**src/rtl/toggle_monitor_if.sv**
```systemverilog
// Snapshot stream between toggle_monitor (master) and a status/debug collector (slave).
// Signal names follow the monitor's point of view.
interface toggle_monitor_if #(
  parameter int K_NIN   = 1,
  parameter int K_CNT_W = 8
) ();
  localparam int LW = (K_NIN > 1) ? $clog2(K_NIN) : 1;

  logic               o_valid;
  logic               i_ready;
  logic [LW-1:0]      o_lane;
  logic [K_CNT_W-1:0] o_count;
  logic               o_last;
  logic               o_overrun;

  modport master (
    output o_valid, o_lane, o_count, o_last, o_overrun,
    input  i_ready
  );

  modport slave (
    input  o_valid, o_lane, o_count, o_last, o_overrun,
    output i_ready
  );
endinterface

```
**src/rtl/toggle_monitor.sv**
```systemverilog
// Counts per-lane edges over fixed windows and streams each window's counts
// one lane per beat; a window that ends mid-send is dropped and flagged.
module toggle_monitor #(
  parameter int K_NIN    = 1,
  parameter int K_CNT_W  = 8,
  parameter int K_WINDOW = 16
) (
  input  logic             i_clk,
  input  logic             i_rst_n,
  input  logic [K_NIN-1:0] i_in,
  toggle_monitor_if.master bus
);
  localparam int LW = (K_NIN > 1) ? $clog2(K_NIN) : 1;
  localparam int WW = $clog2(K_WINDOW);

  localparam logic [0:0] S_IDLE = 1'b0;
  localparam logic [0:0] S_SEND = 1'b1;

  logic [0:0]         r_state;
  logic [LW-1:0]      r_idx;
  logic [WW-1:0]      r_wcnt;
  logic [K_NIN-1:0]   r_prev;
  logic               r_prev_vld;
  logic               r_overrun;

  logic               w_wend;
  logic               w_hs;
  logic               w_is_last;
  logic               w_capture;
  logic [K_CNT_W-1:0] w_count;
  logic [K_CNT_W-1:0] w_lane_cnt [K_NIN];

  assign w_wend    = (r_wcnt == WW'(K_WINDOW - 1));
  assign w_hs      = (r_state == S_SEND) && bus.i_ready;
  assign w_is_last = (r_idx == LW'(K_NIN - 1));
  // A new snapshot is taken only when nothing is left to send after this cycle.
  assign w_capture = w_wend && ((r_state == S_IDLE) || (w_hs && w_is_last));

  genvar gi;
  generate
    for (gi = 0; gi < K_NIN; gi++) begin : g_lane
      logic [K_CNT_W-1:0] r_cnt;
      logic [K_CNT_W-1:0] r_snap;
      logic [K_CNT_W-1:0] w_cnt_next;

      assign w_cnt_next = (r_prev_vld && (i_in[gi] != r_prev[gi]) && (r_cnt != {K_CNT_W{1'b1}}))
                          ? r_cnt + 1'b1 : r_cnt;
      assign w_lane_cnt[gi] = r_snap;

      always_ff @(posedge i_clk) begin
        if (!i_rst_n) begin
          r_cnt <= '0;
        end else if (w_wend) begin
          r_cnt <= '0;
        end else begin
          r_cnt <= w_cnt_next;
        end
      end

      // The edge seen in the window-end cycle itself belongs to the closing window.
      always_ff @(posedge i_clk) begin
        if (!i_rst_n) begin
          r_snap <= '0;
        end else if (w_capture) begin
          r_snap <= w_cnt_next;
        end
      end
    end
  endgenerate

  always_comb begin
    w_count = '0;
    for (int k = 0; k < K_NIN; k++) begin
      if (r_idx == LW'(k)) begin
        w_count = w_lane_cnt[k];
      end
    end
  end

  always_ff @(posedge i_clk) begin
    if (!i_rst_n) begin
      r_state    <= S_IDLE;
      r_idx      <= '0;
      r_wcnt     <= '0;
      r_prev     <= '0;
      r_prev_vld <= 1'b0;
      r_overrun  <= 1'b0;
    end else begin
      r_prev     <= i_in;
      r_prev_vld <= 1'b1;
      r_wcnt     <= w_wend ? '0 : r_wcnt + 1'b1;
      r_overrun  <= 1'b0;
      case (r_state)
        S_IDLE: begin
          if (w_wend) begin
            r_idx   <= '0;
            r_state <= S_SEND;
          end
        end
        default: begin
          if (w_hs && w_is_last) begin
            if (w_wend) begin
              r_idx <= '0;
            end else begin
              r_state <= S_IDLE;
            end
          end else begin
            if (w_hs) begin
              r_idx <= r_idx + 1'b1;
            end
            if (w_wend) begin
              r_overrun <= 1'b1;
            end
          end
        end
      endcase
    end
  end

  assign bus.o_valid   = (r_state == S_SEND);
  assign bus.o_lane    = r_idx;
  assign bus.o_count   = w_count;
  assign bus.o_last    = (r_state == S_SEND) && w_is_last;
  assign bus.o_overrun = r_overrun;
endmodule

```
**src/flat_wrapper.sv**
```systemverilog
// flat-port wrapper written by rule: the top's interface ports become plain ports
module toggle_monitor_flat 
#(
  parameter int K_NIN    = 1,
  parameter int K_CNT_W  = 8,
  parameter int K_WINDOW = 16
)
  (i_clk, i_rst_n, i_in, bus_o_valid, bus_o_lane, bus_o_count, bus_o_last, bus_o_overrun, bus_i_ready);
  toggle_monitor_if #(.K_NIN(K_NIN), .K_CNT_W(K_CNT_W)) bus_i ();
  input  logic i_clk;
  input  logic i_rst_n;
  input  logic [K_NIN-1:0] i_in;
  output wire logic [$bits(bus_i.o_valid)-1:0] bus_o_valid;
  output wire logic [$bits(bus_i.o_lane)-1:0] bus_o_lane;
  output wire logic [$bits(bus_i.o_count)-1:0] bus_o_count;
  output wire logic [$bits(bus_i.o_last)-1:0] bus_o_last;
  output wire logic [$bits(bus_i.o_overrun)-1:0] bus_o_overrun;
  input wire logic [$bits(bus_i.i_ready)-1:0] bus_i_ready;
  assign bus_o_valid = bus_i.o_valid;
  assign bus_o_lane = bus_i.o_lane;
  assign bus_o_count = bus_i.o_count;
  assign bus_o_last = bus_i.o_last;
  assign bus_o_overrun = bus_i.o_overrun;
  assign bus_i.i_ready = bus_i_ready;
  toggle_monitor #(.K_NIN(K_NIN), .K_CNT_W(K_CNT_W), .K_WINDOW(K_WINDOW)) u_core (.i_clk(i_clk), .i_rst_n(i_rst_n), .i_in(i_in), .bus(bus_i));
endmodule
```
**config.mk**
```make
export PLATFORM = sky130hd
export DESIGN_NAME = toggle_monitor_flat
export DESIGN_NICKNAME = d
export VERILOG_FILES = /design/src/rtl/toggle_monitor_if.sv /design/src/rtl/toggle_monitor.sv /design/src/flat_wrapper.sv
export SDC_FILE = /design/constraint.sdc
export NUM_CORES = 1
export LEC_CHECK = 0
export CORE_MARGIN = 1.5
export CORE_UTILIZATION = 50
export DETAILED_ROUTE_END_ITERATION = 8
export PLACE_DENSITY = 0.87
export SYNTH_ARGS = -nofsm -noshare
export SYNTH_HDL_FRONTEND = slang
export SYNTH_SLANG_ARGS = --single-unit
```
**constraint.sdc**
```tcl
create_clock -name i_clk -period 2.06 [get_ports i_clk]
set_input_delay 0.412 -clock i_clk [delete_from_list [all_inputs] [get_ports i_clk]]
set_output_delay 0.412 -clock i_clk [all_outputs]
set_load 0.01 [all_outputs]
```
# After elaboration in Yosys (flattened, before gate mapping)

Cells that the tools add are included.

Input bits: 4
Word-level logic and storage cells: 37
Bits in registers: 25
Output and inout bits: 12

Add/sub/neg operators: 3
Equality and inequality tests: 4
Mux-type cells: 10
Reductions and logical operators: 9
Bitwise operators: 3

Operators by type and width:

| kind                | count |
|---|---|
| $mux 8              | 2 |
| $add 8x1->8 const B | 1 |
| $mux 1              | 8 |
| $ne 8x8->1 const B  | 1 |
| $logic_and 1x1->1   | 6 |
| $add 4x1->4 const B | 1 |
| $eq 4x4->1 const B  | 1 |
| $ne 3x3->1 const B  | 1 |
| $not 1->1           | 3 |
| $reduce_or 3->1     | 1 |
| $reduce_or 2->1     | 1 |
| $add 1x1->1 const B | 1 |
| $logic_or 1x1->1    | 1 |
| $ne 1x1->1          | 1 |

# Longest topological paths before layout

Gate-level depths: netlist (run 1).

Word-level depth: 4
Gate-level depth with buffers: 6
Mapped depth without buffers: 5

# Worst setup path before layout (run 1)

No wires, ideal clock.

Path type: reg2reg
Start point: register u_core.r_wcnt[0]
End point: register u_core.g_lane[0].r_snap[1]
Stages on the path, launching flop included: 7
Period minus slack after synthesis: 1.432 ns
Arrival: 1.363 ns
Data required time: 1.990 ns
Setup time: 0.070 ns
Buffers on the path: 1
Setup slack: 0.628 ns
Cell sequence: dfxtp_1 > ha_1 > nand3_1 > a21oi_1 > buf_2 > o21ai_0 > a21oi_1

Longest elaborated chain between the ends: 2

Ends and longest elaborated chain:

| item                   | line                 | text |
|---|---|---|
| start, declared        | toggle_monitor.sv:21 | `logic [WW-1:0] r_wcnt;` |
| start signal, assigned | toggle_monitor.sv:91 | `r_wcnt <= w_wend ? '0 : r_wcnt + 1'b1;` |
| $eq 4x4->1             | toggle_monitor.sv:33 | `assign w_wend = (r_wcnt == WW'(K_WINDOW - 1));` |
| $logic_and 1x1->1      | toggle_monitor.sv:37 | `assign w_capture = w_wend && ((r_state == S_IDLE) \|\| (w_hs && w_is_last));` |
| end signal, assigned   | toggle_monitor.sv:65 | `r_snap <= w_cnt_next;` |
| end, declared          | toggle_monitor.sv:43 | `logic [K_CNT_W-1:0] r_snap;` |

Every way passes these cells.
A chain may end at the register's enable or synchronous reset.

# Worst setup path in the final report (run 1)

Start point: register u_core.r_idx, in the netlist u_core.bus.o_lane
End point: output bus_o_lane

RTL lines:

| item                   | line                  | text |
|---|---|---|
| start, declared        | toggle_monitor.sv:20  | `logic [LW-1:0] r_idx;` |
| start signal, assigned | toggle_monitor.sv:109 | `r_idx <= r_idx + 1'b1;` |
| end, declared          | flat_wrapper.sv:14    | `output wire logic [$bits(bus_i.o_lane)-1:0] bus_o_lane;` |

No word-level cell between the ends.

==> results of run 1 <==
registers in the layout, summed over array words and instances (netlist names):
name	count
u_core.r_prev	1
u_core.r_wcnt	4
u_core.g_lane.r_snap	8
u_core.r_prev_vld	1
u_core.bus.o_lane	1
u_core.bus.o_overrun	1
u_core.bus.o_valid	1
u_core.g_lane.r_cnt	8
synthesized netlist by cell type (2+ instances only):
cell type	count	area, sq um
nand2b_1	2	12.5
nand2_1	10	37.5
clkbuf_1	2	7.51
mux2i_1	2	20.0
and3_1	3	18.8
dfxtp_1	25	500
a21oi_1	7	35.0
nand4_1	2	12.5
nor3_1	2	10.0
xor2_1	2	17.5
o22ai_1	2	12.5
inv_1	3	11.3
nand3_1	5	25.0
nor2_1	9	33.8
and2_1	2	12.5
ha_1	2	25.0
o21ai_0	8	40.0
xnor2_1	2	17.5
nor2b_1	10	62.6
layer usage:
metal,GRT usage,vias to the layer above,share of wire
li1,-,451,-
met1,0.225,413,0.46
met2,0.331,20,0.48
met3,0.0368,5,0.042
met4,0.0905,0,0.015
met5,0,-,0
cells in the final DEF (no fill, tap or decap), types with 2 or more instances in the layout:
cell	count
xor2_1	2
a21oi_1	7
and2_1	2
nor3_1	2
buf_4	3
nand3_1	5
ha_1	2
mux2i_1	2
nor2_1	9
nand2b_1	2
xnor2_1	2
nor2b_1	10
dfxtp_1	25
inv_1	3
o21ai_0	8
nand4_1	2
clkdlybuf4s50_1	15
clkbuf_4	3
and3_1	3
nand2_1	10
o22ai_1	2
logic make-up (layout without fill, tap and decap cells):
group	Yosys count	in the layout	share of synthesized area
AOI/OAI and AO/OA	27	27	0.173
buffers and inverters	6	25	0.0226
xor gates and xnor gates	5	5	0.0488
adders and majority gates	2	2	0.0238
muxes	2	2	0.0190
and+or+nand+nor	48	48	0.237
DFF	25	25	0.476
where the power goes:
part	internal [mW]	switching, mW
combinational	0.0223	0.0267
sequential	0.494	0.00880
clock	0.0728	0.145
total	0.589	0.180
metrics by stage:
| stage | area, sq um | power [mW] | util | setup slack [ns] |
|---|---|---|---|---|
| 2_1_floorplan | 1050 | 0.541 | - | 0.628 |
| 3_3_place_gp | 1240 | 0.560 | 0.635 | 0.172 |
| 3_5_place_dp | 1240 | 0.561 | 0.635 | 0.118 |
| 4_1_cts | 1270 | 0.770 | 0.649 | 0.0944 |
| 5_1_grt | 1270 | 0.799 | 0.649 | 0.00412 |
| 6_report | 1270 | 0.769 | 0.649 | 0.0929 |
worst paths after layout:
check | from | endpoint | slack [ns] | cells past startpoint
setup / recovery | u_core.bus.o_lane | bus_o_lane | 0.09 | 1
hold reg to reg | u_core.r_wcnt[0] | u_core.r_wcnt[0] | 0.47 | 1
hold / removal | u_core.r_wcnt[0] | u_core.r_wcnt[0] | 0.47 | 1
setup reg to reg | u_core.r_wcnt[0] | u_core.g_lane[0].r_snap[7] | 0.53 | 6
layout make-up:
| cell class | count | area, sq um | area share |
|---|---|---|---|
| Timing Repair Buffer | 18 | 173 | 0.136 |
| Clock inverter | 1 | 5.00 | 0.00393 |
| Inverter | 3 | 11.3 | 0.00885 |
| Clock buffer | 3 | 22.5 | 0.0177 |
| Tap cell | 27 | 33.8 | 0.0265 |
| Sequential cell | 25 | 500 | 0.393 |
| Multi-Input combinational cell | 84 | 527 | 0.414 |
==> metrics.csv, run 1 <==
metric,value,unit
Iter 0 DRT Violations,2,
clock skew,0.000390,ns
Max IR drop VDD,0.449,mV
Bufs on Longest Clock Path,2,
Worst slew margin,0.711,
Final Non-Filler Cells,161,
CP peak stage delay,0.62,ns
fraction of layout cells with a size suffix above 1,0.0821,
worst skew pair latency,0.32,ns
Starting Density,0.536,
CTS buffer count,3,
Syn Nets,121,
"Req. time, crit path",1.65,ns
Sink Count,25,
Max H-tree Level,1,
crit end category,output port,
"Slew Viols, Final",0,
drt total wl,2070,microns
first-pass GRT wire length,3620,microns
Std-Cell Rows,16,
Die Span Y,48.8,microns
predominant post-synthesis flop cell,dfxtp_1,
drt via density,5.52,
Remaining DRCs,0,
ys async rst share,0,
post-synth cell types,34,
Leak,0.504,nW
final period utilization,0.955,
Final Hold Slack,0.475,ns
crit path DAT,1.56,ns
f_max,0.508,GHz
Core Area,1960,sq um
worst setup path class,reg2out,
Root Buffer,clkbuf_4,
Final ANT Viol Nets,0,
1st-pass router iterations,2,
initial antenna violation count,0,
post-DP HPWL,1460,microns
Syn Area/Cell,9.14,sq um
fillers,176,
vias in the first global route,868,
Final min period,1.97,ns
Setup TNS,0,ns
synth-to-layout area growth,21.1,%
slowest CP cell,clkdlybuf4s50_1,
gp weighted congestion,0.826,
number of synthesized flops with an enable pin,0,
"critical path, cell by cell",clkdlybuf4s50_1,
Crit path max-delay family,buffers and inverters,
Mapped Cells,115,
status,"finished, final reports clean",
Overflow after GRT,0,
Slew @ Worst Pin,0.433,ns
Max Cap Violations,0,
largest net degree at the start of global routing,17,
IO Port Bufs,15,
Setup Viol. Count Final,0,
Antenna Cells,0,
final number of hold-violating endpoints,0,
die area,2390,sq um
crit path max fanout,12,
sequential area share after synthesis,0.476,
vias,889,
global-route usage over all layers,0.190,
CTS tree,built,
WL/cell,12.8,microns
hold-fix buffers at CTS,0,
postcts setup bufs,0,
CP Launch Type,flip-flop,
Hold Path Class,reg2reg,
Buf/Inv on CP,1,
Yosys warnings,0,
RSZ-0062 raised after global routing,false,
Die Span X,48.8,microns
P per Cell Area,605,nW/um^2
CTS resizes,0,
register clock-pin slew on the reported worst setup and hold paths,0.13,ns
Placed Instances,157,
io pins,16,
Syn Std Cell Area,1050,sq um
synthesized flop and latch total,25,
# nets final,141,
Power figures use the tool's default switching activity.
==> inputs of run 2 (changes only) <==
- ABC_CLOCK_PERIOD_IN_PS: default -> 2500
- clock period: 2.06 -> 2.5 ns (I/O delays scaled with it)
==> metrics.csv, run 2 (synthesis gave the netlist of run 1 again) <==
metric,value,unit,change
crit path DAT,1.54,ns,was 1.56 ns
Max H-tree Level,1,,unchanged
Starting Density,0.536,,unchanged
worst setup path class,reg2out,,unchanged
clock skew,0.00404,ns,was 0.000390 ns
worst r2r path cells,6,,unchanged
vias,858,,was 889
CP peak stage delay,0.62,ns,about the same
CP Depth,1,,unchanged
global-route usage over all layers,0.204,,was 0.190
GR Layer Usage met2,0.333,,was 0.331
CTS resizes,0,,unchanged
Die Span X,48.8,microns,unchanged
final number of hold-violating endpoints,0,,unchanged
slowest CP cell,clkdlybuf4s50_1,,unchanged
Std-Cell Rows,16,,unchanged
start point of the worst hold path,u_core.r_wcnt[0],,unchanged
worst skew pair latency,0.32,ns,about the same
P per Cell Area,503,nW/um^2,was 605 nW/um^2
crit end category,output port,,unchanged
Hold Path Class,reg2reg,,unchanged
Core Area,1960,sq um,unchanged
CTS buffer count,3,,unchanged
post-DP HPWL,1490,microns,was 1460 microns
first-pass GRT wire length,3770,microns,was 3620 microns
final period utilization,0.815,,
Setup TNS,0,ns,unchanged
# nets final,140,,was 141
WHS Endpoint,u_core.r_wcnt[0],,unchanged
synth-to-layout area growth,20.2,%,was 21.1%
RR Startpoint,u_core.r_wcnt[0],,unchanged
Slew @ Worst Pin,0.412,ns,was 0.433 ns
Sink Count,25,,unchanged
Overflow after GRT,0,,unchanged
RSZ-0062 raised after global routing,false,,unchanged
Buf/Inv on CP,1,,unchanged
Final ANT Viol Nets,0,,unchanged
Max Cap Violations,0,,unchanged
Remaining DRCs,0,,unchanged
die area,2390,sq um,unchanged
io pins,16,,unchanged
Root Buffer,clkbuf_4,,unchanged
Max IR drop VDD,0.388,mV,was 0.449 mV
Antenna Cells,0,,unchanged
f_max,0.491,GHz,
"most common cell after layout, fill and taps aside",dfxtp_1,,unchanged
CTS tree,built,,unchanged
GR peak layer,met2,,unchanged
largest net degree at the start of global routing,17,,unchanged
crit path max fanout,12,,unchanged
Bufs on Longest Clock Path,2,,unchanged
Placed Instances,156,,was 157
most frequent cells in the layout,"dfxtp_1 (25), clkdlybuf4s50_1 (15), nor2b_1 (10), nand2_1 (10), nor2_1 (9)",,unchanged
final instance area,1260,sq um,was 1270 sq um
Iter 0 DRT Violations,10,,was 2
met3 usage in global routing,0.0429,,was 0.0368
drt total wl,2070,microns,about the same
fillers,191,,was 176
r2r endpoint,u_core.g_lane[0].r_snap[7],,unchanged
IO Port Bufs,15,,unchanged
multi-input logic area,527,sq um,unchanged
initial antenna violation count,0,,unchanged
WL/cell,12.9,microns,was 12.8 microns
gp weighted congestion,0.797,,was 0.826
hold-fix buffers at CTS,0,,unchanged
Setup Viol. Count Final,0,,unchanged
Crit path max-delay family,buffers and inverters,,unchanged
Die Span Y,48.8,microns,unchanged
Final Non-Filler Cells,160,,was 161
R2R setup slack,0.92,ns,was 0.53 ns
"Slew Viols, Final",0,,unchanged
Worst slew margin,0.725,,was 0.711
register clock-pin slew on the reported worst setup and hold paths,0.13,ns,about the same
Area after DPL,1240,sq um,about the same
status,"finished, final reports clean",,unchanged
"Req. time, crit path",2.00,ns,was 1.65 ns
vias in the first global route,901,,was 868
Power Total,0.636,mW,was 0.769 mW
drt via density,5.36,,was 5.52
postcts setup bufs,0,,unchanged
Top Registers,"u_core.g_lane.r_cnt (8), u_core.g_lane.r_snap (8), u_core.r_wcnt (4)",,unchanged
"critical path, cell by cell",clkdlybuf4s50_1,,unchanged
WHS Path Cells,1,,unchanged
met1 Use GR,0.247,,was 0.225
CP Launch Type,flip-flop,,unchanged
FF/Latch Area,500,sq um,unchanged
1st-pass router iterations,2,,unchanged
Leak,0.497,nW,was 0.504 nW
fraction of layout cells with a size suffix above 1,0.0677,,was 0.0821
Final min period,2.04,ns,
-- run 2: cell count changes in the layout (fill, tap and decap cells not counted), sizes merged --
cell	change
buf	-1
clkbuf	+1
clkinv	-1
-- run 2: layout make-up --
type / count / share of cell area
repair buffers: 17 / 0.131
clock buffers: 4 / 0.0208
well taps: 27 / 0.0267
flip-flops and latches: 25 / 0.396
inverters: 3 / 0.00891
multi-input cells: 84 / 0.417
-- run 2: worst max-delay path by stage --
stage                 startpoint                          to  slack [ns]
2_1_floorplan               i_in  u_core.g_lane[0].r_snap[5]         1.0
3_3_place_gp                i_in  u_core.g_lane[0].r_snap[7]        0.39
3_5_place_dp                i_in  u_core.g_lane[0].r_snap[7]        0.30
4_1_cts        u_core.bus.o_lane                  bus_o_lane        0.43
5_1_grt        u_core.bus.o_lane                  bus_o_lane        0.38
6_report       u_core.bus.o_lane                  bus_o_lane        0.46
-- run 2: routing by layer --
layer | share of wire | vias up
li1 | - | 445
met1 | 0.46 | 395
met2 | 0.49 | 15
met3 | 0.031 | 3
met4 | 0.017 | 0
met5 | 0 | -
-- run 2: through the flow --
| step | utilization | setup WS, ns | hold slack [ns] |
|---|---|---|---|
| global placement | 0.631 | 0.395 | 0.433 |
| detailed placement | 0.631 | 0.299 | 0.440 |
| finish | 0.644 | 0.463 | 0.474 |
| floorplan | - | 0.995 | 0.418 |
| CTS | 0.644 | 0.433 | 0.470 |
| global route | 0.644 | 0.380 | 0.490 |
-- run 2: power breakdown --
part	leakage, nW	switching (mW)	internal, mW
sequential	0.203	0.00726	0.407
clock	0.0150	0.122	0.0626
combinational	0.279	0.0208	0.0161
